$ cat src/rtl/reset_sequencer.sv
// Releases N_DOM reset domains in index order after a hold time and clock lock.
// Define RSTSEQ_LOCK_WDOG_EN to enable the sticky lock-timeout watchdog on o_err.
module reset_sequencer #(
  parameter int N_DOM        = 4,
  parameter int HOLD_CYC     = 16,
  parameter int GAP_CYC      = 8,
  parameter int LOCK_TIMEOUT = 1024
) (
  input  logic                         clk,
  input  logic                         i_rst,
  input  logic                         i_locked,
  input  logic                         i_sw_rst,
  output logic [N_DOM-1:0]             o_rst,
  output logic                         o_done,
  output logic [$clog2(N_DOM+1)-1:0]   o_stage,
  output logic                         o_err
);

  localparam int SW = $clog2(N_DOM + 1);
  localparam int HW = $clog2(HOLD_CYC + 1);
  localparam int GW = $clog2(GAP_CYC + 1);

  generate
    if (N_DOM < 1 || HOLD_CYC < 1 || GAP_CYC < 1 || LOCK_TIMEOUT < 1) begin : g_bad_param
      $error("reset_sequencer: N_DOM, HOLD_CYC, GAP_CYC and LOCK_TIMEOUT must all be >= 1");
    end
  endgenerate

  typedef enum logic [1:0] {
    ST_HOLD,
    ST_WAIT_LOCK,
    ST_RELEASE,
    ST_DONE
  } state_t;

  state_t            r_state, w_state_nxt;
  logic [HW-1:0]     r_hold_cnt, w_hold_nxt;
  logic [GW-1:0]     r_gap_cnt, w_gap_nxt;
  logic [SW-1:0]     r_stage, w_stage_nxt;
  logic [N_DOM-1:0]  r_rst, w_rst_nxt;
  logic              r_done, w_done_nxt;
  logic              w_abort;

  // Lock loss only matters once the sequence has started releasing domains.
  assign w_abort = i_sw_rst | (~i_locked & (r_state == ST_RELEASE || r_state == ST_DONE));

  always_comb begin
    w_state_nxt = r_state;
    w_hold_nxt  = r_hold_cnt;
    w_gap_nxt   = r_gap_cnt;
    w_stage_nxt = r_stage;
    w_rst_nxt   = r_rst;
    w_done_nxt  = r_done;
    if (w_abort) begin
      w_state_nxt = ST_HOLD;
      w_hold_nxt  = '0;
      w_gap_nxt   = '0;
      w_stage_nxt = '0;
      w_rst_nxt   = '1;
      w_done_nxt  = 1'b0;
    end else begin
      case (r_state)
        ST_HOLD: begin
          if (r_hold_cnt == HW'(HOLD_CYC - 1)) begin
            w_state_nxt = ST_WAIT_LOCK;
            w_hold_nxt  = '0;
          end else begin
            w_hold_nxt = r_hold_cnt + HW'(1);
          end
        end
        ST_WAIT_LOCK: begin
          if (i_locked) begin
            w_state_nxt = ST_RELEASE;
            w_gap_nxt   = '0;
            w_stage_nxt = '0;
          end
        end
        ST_RELEASE: begin
          if (r_gap_cnt == GW'(GAP_CYC - 1)) begin
            w_gap_nxt   = '0;
            w_stage_nxt = r_stage + SW'(1);
            for (int i = 0; i < N_DOM; i++) begin
              if (i == int'(r_stage)) w_rst_nxt[i] = 1'b0;
            end
            if (r_stage == SW'(N_DOM - 1)) begin
              w_state_nxt = ST_DONE;
              w_done_nxt  = 1'b1;
            end
          end else begin
            w_gap_nxt = r_gap_cnt + GW'(1);
          end
        end
        ST_DONE: begin
          w_state_nxt = ST_DONE;
        end
        default: begin
          w_state_nxt = ST_HOLD;
        end
      endcase
    end
  end

  always_ff @(posedge clk) begin
    if (i_rst) begin
      r_state    <= ST_HOLD;
      r_hold_cnt <= '0;
      r_gap_cnt  <= '0;
      r_stage    <= '0;
      r_rst      <= '1;
      r_done     <= 1'b0;
    end else begin
      r_state    <= w_state_nxt;
      r_hold_cnt <= w_hold_nxt;
      r_gap_cnt  <= w_gap_nxt;
      r_stage    <= w_stage_nxt;
      r_rst      <= w_rst_nxt;
      r_done     <= w_done_nxt;
    end
  end

  assign o_rst   = r_rst;
  assign o_done  = r_done;
  assign o_stage = r_stage;

`ifdef RSTSEQ_LOCK_WDOG_EN
  localparam int WW = $clog2(LOCK_TIMEOUT + 1);

  logic [WW-1:0] r_wdog_cnt;
  logic          r_err;

  // The watchdog only flags; the sequence keeps waiting for a late lock.
  always_ff @(posedge clk) begin
    if (i_rst) begin
      r_wdog_cnt <= '0;
      r_err      <= 1'b0;
    end else if (r_state == ST_WAIT_LOCK) begin
      if (r_wdog_cnt == WW'(LOCK_TIMEOUT - 1)) r_err <= 1'b1;
      if (w_state_nxt != ST_WAIT_LOCK) begin
        r_wdog_cnt <= '0;
      end else if (r_wdog_cnt != WW'(LOCK_TIMEOUT - 1)) begin
        r_wdog_cnt <= r_wdog_cnt + WW'(1);
      end
    end else begin
      r_wdog_cnt <= '0;
    end
  end

  assign o_err = r_err;
`else
  assign o_err = 1'b0;
`endif

endmodule

$ cat config.mk
export PLATFORM = sky130hd
export DESIGN_NAME = reset_sequencer
export DESIGN_NICKNAME = d
export VERILOG_FILES = /design/src/rtl/reset_sequencer.sv
export SDC_FILE = /design/constraint.sdc
export NUM_CORES = 1
export LEC_CHECK = 0
export ABC_AREA = 1
export CAP_MARGIN = 20
export CELL_PAD_IN_SITES_DETAIL_PLACEMENT = 2
export CELL_PAD_IN_SITES_GLOBAL_PLACEMENT = 2
export CORE_MARGIN = 1
export CORE_UTILIZATION = 29
export CTS_CLUSTER_DIAMETER = 120
export CTS_CLUSTER_SIZE = 10
export DETAILED_ROUTE_END_ITERATION = 12
export PLACE_DENSITY_LB_ADDON = 0.1
export REMOVE_ABC_BUFFERS = 1
export SETUP_SLACK_MARGIN = 0.4
export SYNTH_ARGS = -nofsm -noshare
export SYNTH_HDL_FRONTEND = slang
export SYNTH_SLANG_ARGS = --single-unit
$ cat constraint.sdc
create_clock -name clk -period 1.85 [get_ports clk]
set_clock_uncertainty 0.2 [all_clocks]
set_input_delay 0.4625 -clock clk [delete_from_list [all_inputs] [get_ports clk]]
set_output_delay 0.4625 -clock clk [all_outputs]
set_load 0.005 [all_outputs]
==> results of run 1 <==
-- stage by stage --
step | cell area, um^2 | setup TNS, ns
after CTS | 1240 | 0
after global routing | 1360 | 0
after floorplan | 912 | 0
after global placement | 1150 | -0.416
final | 1360 | 0
after detailed placement | 1150 | -1.15
-- path summary, 6_finish.rpt --
kind / start / endpoint / slack (ns) / depth (start not counted)
hold reg to reg: o_rst[0] / o_rst[0] / 0.25 / 2
hold / removal: o_rst[0] / o_rst[0] / 0.25 / 2
setup / recovery: i_rst / o_stage[1] / 0.41 / 7
setup reg to reg: o_stage[0] / r_state[0] / 0.44 / 9
-- worst register-to-register path, stage by stage (launching register included) --
cell     delay, ns
dfxtp_4       0.37
buf_6         0.12
ha_4          0.15
ha_4          0.15
inv_2         0.05
nand2_2       0.05
nand3_2       0.08
nand2_2       0.05
nand2_1       0.06
nor2_1        0.03
-- flip-flops by register name, indices dropped and copies added, names as in the netlist --
| register | flops |
|---|---|
| r_hold_cnt | 5 |
| o_done | 1 |
| r_state | 2 |
| o_rst | 4 |
| r_gap_cnt | 4 |
| o_stage | 3 |
-- layout make-up --
class | count | area [um^2] | area share (%)
flip-flops and latches | 19 | 409 | 30.2
repair buffers | 27 | 233 | 17.2
clock buffers | 3 | 22.5 | 1.66
well taps | 44 | 55.1 | 4.06
inverters | 17 | 63.8 | 4.71
multi-input cells | 89 | 567 | 41.8
clock inverters | 1 | 5.00 | 0.369
-- kinds of logic after synthesis --
kind of cell / Yosys count / share of synthesized area (%)
AND/OR/NAND/NOR: 67 / 31.8
buffers and inverters: 19 / 8.50
flip-flops: 19 / 41.0
AO/OA/AOI/OAI: 14 / 8.77
adder cells (fa/ha/maj): 7 / 9.45
other: 1 / 0.404
-- synthesized netlist by cell type (all sizes together) --
master,count
or2,2
nand4,1
nand3b,1
buf,2
nand2,35
ha,7
nand3,11
dfxtp,19
nor3,1
conb,1
a21oi,8
inv,17
o21ai,6
nor2,16
-- power groups by stage --
stage	combinational, mW	clock [mW]	sequential (mW)
floorplan	0.0150	0	0.422
global placement	0.0399	0	0.422
detailed placement	0.0415	0	0.422
CTS	0.0426	0.234	0.410
global route	0.0473	0.253	0.406
finish	0.0431	0.219	0.406
-- cell usage in the layout, fill, tap and decap left out, drive strengths merged, types with 3 or more instances in the layout --
cell type | Yosys | layout
nand2 | 35 | 35
buf | 2 | 24
dfxtp | 19 | 19
inv | 17 | 17
nor2 | 16 | 16
nand3 | 11 | 11
a21oi | 8 | 8
ha | 7 | 7
o21ai | 6 | 6
clkbuf | 0 | 3
-- routing by layer --
layer  routed length (um)  GRT usage [%]
met2                 1360           28.1
met1                 1130           19.7
met5                    0              0
met3                   43           2.64
met4                   25           7.14
-- what timing repair did --
action	CTS	global route
gates resized for setup	62	22
setup endpoints to repair	26	20
pin swaps	6	10
buffers inserted	4	6
==> results.yml, run 1 <==
synth:
  synth_area_leaders: "dfxtp_1, nand2_1, ha_1"
  synth-seq-area-share_pct: 41.0
  synth_top_area_share_pct: 41.0
  synthesis.area_um2: 927
  synth_cells: 127
  ys_ff_latch: 19
  ys_warn_count: 0
  yosysTopAreaCell: "dfxtp_1"
  synth_cell_types: 20
  avgSynthCellArea_um2: 7.30
critical_path:
  cp.arrival_ns: 1.49
  crit_top_cell: "buf_12"
  crit_slowest_cell: "or2_4"
  crit_family: "buffers and inverters"
  max_stage_delay_ns: 0.24
  end_kind: "flop"
  required_ns: 1.90
  critPathBufInv: 3
  crit_type: "in2reg"
  start_kind: "primary input"
  crit_fanout: 6
  crit_chain: "dlygate4sd2_1 -> or2_4 -> a21oi_4 -> buf_12 -> buf_12 -> nand3_2 -> nand2_1"
grt:
  grt_max_degree: 12
  grt_overflow: 0
  grt_usage_pct: 16.2
  grt_pass1_vias: 910
  grt_pass1_wl_um: 4100
  antenna_found_initial: 0
power_and_ir_drop:
  power.share.clock_pct: 32.8
  finalPower_uw: 668
  leakage_nw: 0.552
  sequentialPowerShare_pct: 60.8
  swShare_pct: 23.9
  ir_drop_v: 0.000296
  pwr-share-comb_pct: 6.5
  power.density_nw_per_um2: 493
  p_sw_uw: 160
  internal_power_uw: 508
floorplanning:
  dieArea_um2: 3430
  rows: 20
  die_x_um: 58.5
  core_um2: 3050
  die_h_um: 58.5
  io-pin-count: 13
  start_util_pct: 30.4
sta:
  max_freq_mhz: 694
  setup_viol: 0
  finalCritPeriodShare_pct: 77.9
  rsz0062_at_grt: "yes"
  hold_viol: 0
  final.setup.worst_slack_ns: 0.408
  worst_hold_slack_ns: 0.250
  maxSlewViolCount: 0
  min_period_ns: 1.44
placed_design:
  post-place-ws_ns: -0.117
  port_buffers: 11
  gp_congestion: 0.721
  dpl.hpwl_um: 1810
  dp.cells: 186
drt:
  routed_wl_um: 2560
  vias: 893
  drtIter0Drc: 14
  drc: 0
  ant_nets: 0
  via_per_inst: 4.47
  routedWlPerCell_um: 12.8
  first_pass_iters: 3
clock_network:
  clk-insertion-delay-late_ns: 0.30
  cts_root_buffer: "clkbuf_4"
  cts_buffers: 3
  cts_max_level: 1
  clockBufferDepth: 2
  cts_tree: "yes"
  path_clk_slew_ns: 0.12
  clkSinkCount: 19
  cts_hold_buffers: 0
hold_path:
  min_path_type: "reg2reg"
run_status:
  status: "complete, no violations"
finish:
  fillerInstances: 358
  final_util_pct: 44.4
  antenna_cells: 0
  fin_cells: 200
  layout.nets: 168
  synthToLayoutAreaGrowth_pct: 46.2
  drive_gt1_share_pct: 43.6
run:
  max-cap-violations: 0
No activity file was read; power rests on OpenSTA's default activity.
==> inputs of run 2 (changes only) <==
CORE_UTILIZATION = 26   (was 29)
clock period = 1.2 ns   (was 1.85 ns; I/O delays follow)
==> run 2 against run 1 <==
The flow now finishes with violations (negative setup slack). Sequential cell count did not move. Worst setup slack lost 0.63 ns. Cell area rose by 26%. Routed wire length up 55%. Non-clock buffer count up 21. Global-route usage is 4.5 points higher.
==> results.yml, run 2 (synthesis gave the netlist of run 1 again) <==
run_status:
  status: "finished, violations left"
  violations: "negative setup slack"
critical_path:
  regToRegSetupSlack_ns: -0.22
  crit_chain: "buf_6 -> ha_4 -> ha_4 -> inv_2 -> nand2_2 -> nand3_2 -> nand2_1 -> nand2_1 -> nor2_1"
  crit_type: "reg2reg"
  r2r-start: "o_stage[0]"
  end_kind: "flop"
  cp.arrival_ns: 1.43
  rr_endpoint: "r_state[0]"
  start_kind: "flop"
  worst-r2r-cell-count: 9
  max_stage_delay_ns: 0.35
  crit_fanout: 3
  required_ns: 1.21
  crit_slowest_cell: "dfxtp_2"
power_and_ir_drop:
  swShare_pct: 25.6
  power.density_nw_per_um2: 633
  ir_drop_v: 0.000554
  leakage_nw: 0.710
  internal_power_uw: 803
  p_sw_uw: 277
  finalPower_mw: 1.08
  pwr-share-comb_pct: 8.5
  sequentialPowerShare_pct: 58.5
  power.share.clock_pct: 32.9
finish:
  antenna_cells: 0
  final_common_cell: "nand2_1"
  fillerInstances: 382
  layout.nets: 189
  top_register: "r_hold_cnt"
  drive_gt1_share_pct: 65.0
  post-route-cell-area_um2: 1710
  final_cell_mix: "nand2_1, buf_6, buf_4"
  synthToLayoutAreaGrowth_pct: 83.9
  largest_register_ffs: 5
hold_path:
  min_path_type: "in2reg"
  whs_path_depth: 3
  min_to: "r_state[1]"
  hp-start: "i_rst"
sta:
  rsz0062_at_grt: "yes"
  setup_tns_ns: -3.65
  min_period_ns: 1.42
  max_freq_mhz: 704
  final.setup.worst_slack_ns: -0.221
  maxSlewViolCount: 0
  hold_viol: 0
  finalCritPeriodShare_pct: 118
  setup_viol: 26
drt:
  ant_nets: 0
  drc: 0
  vias: 1019
  drtIter0Drc: 15
  routedWlPerCell_um: 17.8
  first_pass_iters: 3
  via_per_inst: 4.57
  routed_wl_um: 3970
clock_network:
  cts_tree: "yes"
  clkSinkCount: 19
  cts_max_level: 1
  cts_buffers: 3
  cts_root_buffer: "clkbuf_4"
  cts_hold_buffers: 0
  path_clk_slew_ns: 0.13
  clk-insertion-delay-late_ns: 0.32
  clockBufferDepth: 2
placed_design:
  dpl.hpwl_um: 2120
  gp_congestion: 0.815
  port_buffers: 11
  place_area_um2: 1240
grt:
  grt_pass1_wl_um: 5400
  grt_pass1_vias: 1062
  antenna_found_initial: 0
  grt_max_degree: 12
  grt_overflow: 0
  grt_usage_pct: 20.7
floorplanning:
  start_util_pct: 27.6
  core_um2: 3360
  io-pin-count: 13
  rows: 21
  die_h_um: 61.7
  dieArea_um2: 3810
  die_x_um: 61.7
run:
  max-cap-violations: 0
==> run 2: changes by cell type in the layout (fill, tap and decap cells not counted), moves of 3 or more <==
cell | before | now
buf_4 | 12 | 18
dfxtp_2 | 8 | 11
inv_2 | 5 | 8
nand2_2 | 5 | 8
buf_6 | 4 | 18
inv_1 | 12 | 7
a21oi_2 | 1 | 6
dfxtp_4 | 5 | 2
nand2_4 | 0 | 5
nand2_1 | 30 | 22
a21oi_1 | 6 | 1
==> run 2: metrics by stage <==
step	hold slack (ns)	cells	util (%)	setup slack, ns
floorplan	0.229	125	-	-0.124
global placement	0.234	204	37.0	-0.593
detailed placement	0.246	204	37.0	-0.704
CTS	0.185	220	45.5	-0.178
global route	0.202	223	50.7	-0.301
finish	0.215	223	50.7	-0.221
==> run 2: per-layer routing <==
layer | up-vias | global-route usage (%) | part of all wire (%)
met4 | 0 | 8.57 | 2.6
met3 | 8 | 2.48 | 1.4
met2 | 10 | 39.6 | 54
met5 | - | 0 | 0
met1 | 507 | 23.0 | 42
li1 | 494 | - | -
==> run 2: layout make-up <==
type                       count  area [um^2]  area share (%)
tap                           46         57.6            3.37
sequential                    19          402            23.6
clock buffer                   3         22.5            1.32
inverter                      17         68.8            4.04
clock inverter                 1         5.00           0.293
multi-input combinational     89          696            40.8
timing repair buffer          48          454            26.6
==> run 2: how the worst max path moves through the flow <==
| stage | from | to | depth (start not counted) |
|---|---|---|---|
| final | o_stage[0] | r_state[0] | 9 |
| after floorplan | o_stage[0] | r_state[0] | 8 |
| after detailed placement | i_sw_rst | r_hold_cnt[0] | 5 |
| after global placement | i_sw_rst | r_gap_cnt[1] | 5 |
| after CTS | r_state[1] | o_rst[0] | 7 |
| after global routing | o_stage[0] | r_state[0] | 9 |
==> run 2: worst max-delay path, delay by kind of cell (launching register included) <==
family        cells  cell delay (ns)
simple gates      5             0.26
fa+ha+maj         2             0.32
buf+inv           2             0.18
flops             1             0.35
==> run 2: timing repair <==
action	CTS	global route
pin swaps	16	13
gates resized for setup	98	36
buffers inserted	12	3
endpoints found under the setup margin	27	27
==> run 2: power by group through the flow <==
stage / registers, mW / clock network [mW] / logic (mW)
global route: 0.632 / 0.394 / 0.0986
CTS: 0.636 / 0.349 / 0.0834
detailed placement: 0.650 / 0 / 0.0568
global placement: 0.650 / 0 / 0.0537
floorplan: 0.650 / 0 / 0.0232
finish: 0.632 / 0.355 / 0.0920
==> patch, RTL diff (flow settings as in run 1) <==
Encoding of `state_t`: now one-hot (4 bits for 4 states).
--- a/src/rtl/reset_sequencer.sv
+++ b/src/rtl/reset_sequencer.sv
@@ -27,9 +27,9 @@
   endgenerate
 
-  typedef enum logic [1:0] {
-    ST_HOLD,
-    ST_WAIT_LOCK,
-    ST_RELEASE,
-    ST_DONE
+  typedef enum logic [3:0] {
+    ST_HOLD      = 4'b0001,
+    ST_WAIT_LOCK = 4'b0010,
+    ST_RELEASE   = 4'b0100,
+    ST_DONE      = 4'b1000
   } state_t;
 
Function: no difference found for any inputs over 10 cycles, from zero or initial values; not proved beyond that.
==> patch against run 1 <==
Wire length up 20%. Count of clock-buffer cells in the layout unchanged. Setup slack got worse by 0.052 ns. Cell area grew 14%. Critical path depth stayed put. Area after synthesis is 23% higher. Via count increased by 15%. Cell count up 12%. Total power up 19%. Combinational power down 9.3%. Global-route usage down 0.65 points. Sequential cell count up 2. Core utilization fell by 2.9 points. Sequential share of layout area is 1.2 points lower. Critical endpoint is now r_state[3]$_SDFFE_PP0P_. Largest cell class unchanged. Highest routed layer unchanged.
==> patch: results (changes against run 1) <==
Flop pwr share=57.0% (was 60.8%); vias per cell=4.62 (was 4.47); maximum vdd drop=215 uV (was 296 uV); Inst Count DP=206 (was 186); FF-to-FF path depth=7 (was 9); filler cell count in the final layout=437 (was 358); Adder-Cell Fraction of Synth Area=7.68% (was 9.45%); wire length per cell=13.8 um (was 12.8 um); fraction of layout cells with a size suffix above 1=50.3% (was 43.6%); Seq/Total Area, Yosys=36.9% (was 41.0%); pre-CTS WS=-0.0308 ns (was -0.117 ns); #FFs+latches synth=21 (was 19); met2 GRT Util=28.9% (was 28.1%); compound-cell area share of the yosys netlist=8.67% (was 8.77%); outcome=complete, no violations (unchanged); crit-path max FO=3 (was 6); multi-input logic cell count=105 (was 89); vias in the first global route=1072 (was 910); Synth cell types=25 (was 20); worst-skew pair later-pin latency=0.26 ns (was 0.30 ns); Final Total Pwr=794 uW (was 668 uW); Final Wtd Congestion=0.674 (was 0.721); part of the power in combinational logic=4.9% (was 6.5%); Final clock-cell share=3.00% (was 2.03%); Initial DRT Pass Iterations=4 (was 3); reg-to-reg endpoint=r_state[3]$_SDFFE_PP0P_ (was r_state[0]$_SDFFE_PP0P_); Root Buffer=clkbuf_8 (was clkbuf_4); gr usage total=15.5% (was 16.2%); postcts setup bufs=7 (was 4); CP max stage delay=0.34 ns (was 0.24 ns); final core occ=41.5% (was 44.4%); bufs w/o clock=25 (was 27)
==> patch: logic make-up (layout without fill, tap and decap cells) <==
family | after synthesis | count (layout)
flops | 21 | 21
simple gates | 81 | 81
buf+inv | 22 | 49
compound gates | 14 | 14
xor+xnor | 2 | 2
other cells | 1 | 1
fa+ha+maj | 7 | 7
==> patch: how the worst max path moves through the flow <==
stage,startpoint,endpoint,cells past startpoint
6_report,o_stage[0]$_SDFFE_PP0P_,r_state[3]$_SDFFE_PP0P_,7
3_3_place_gp,i_locked,o_stage[2]$_SDFFE_PP0P_,6
3_5_place_dp,i_locked,o_stage[2]$_SDFFE_PP0P_,7
2_1_floorplan,o_stage[0]$_SDFFE_PP0P_,r_state[3]$_SDFFE_PP0P_,6
5_1_grt,o_stage[1]$_SDFFE_PP0P_,r_state[2]$_SDFFE_PP0P_,9
4_1_cts,o_stage[0]$_SDFFE_PP0P_,r_state[3]$_SDFFE_PP0P_,7
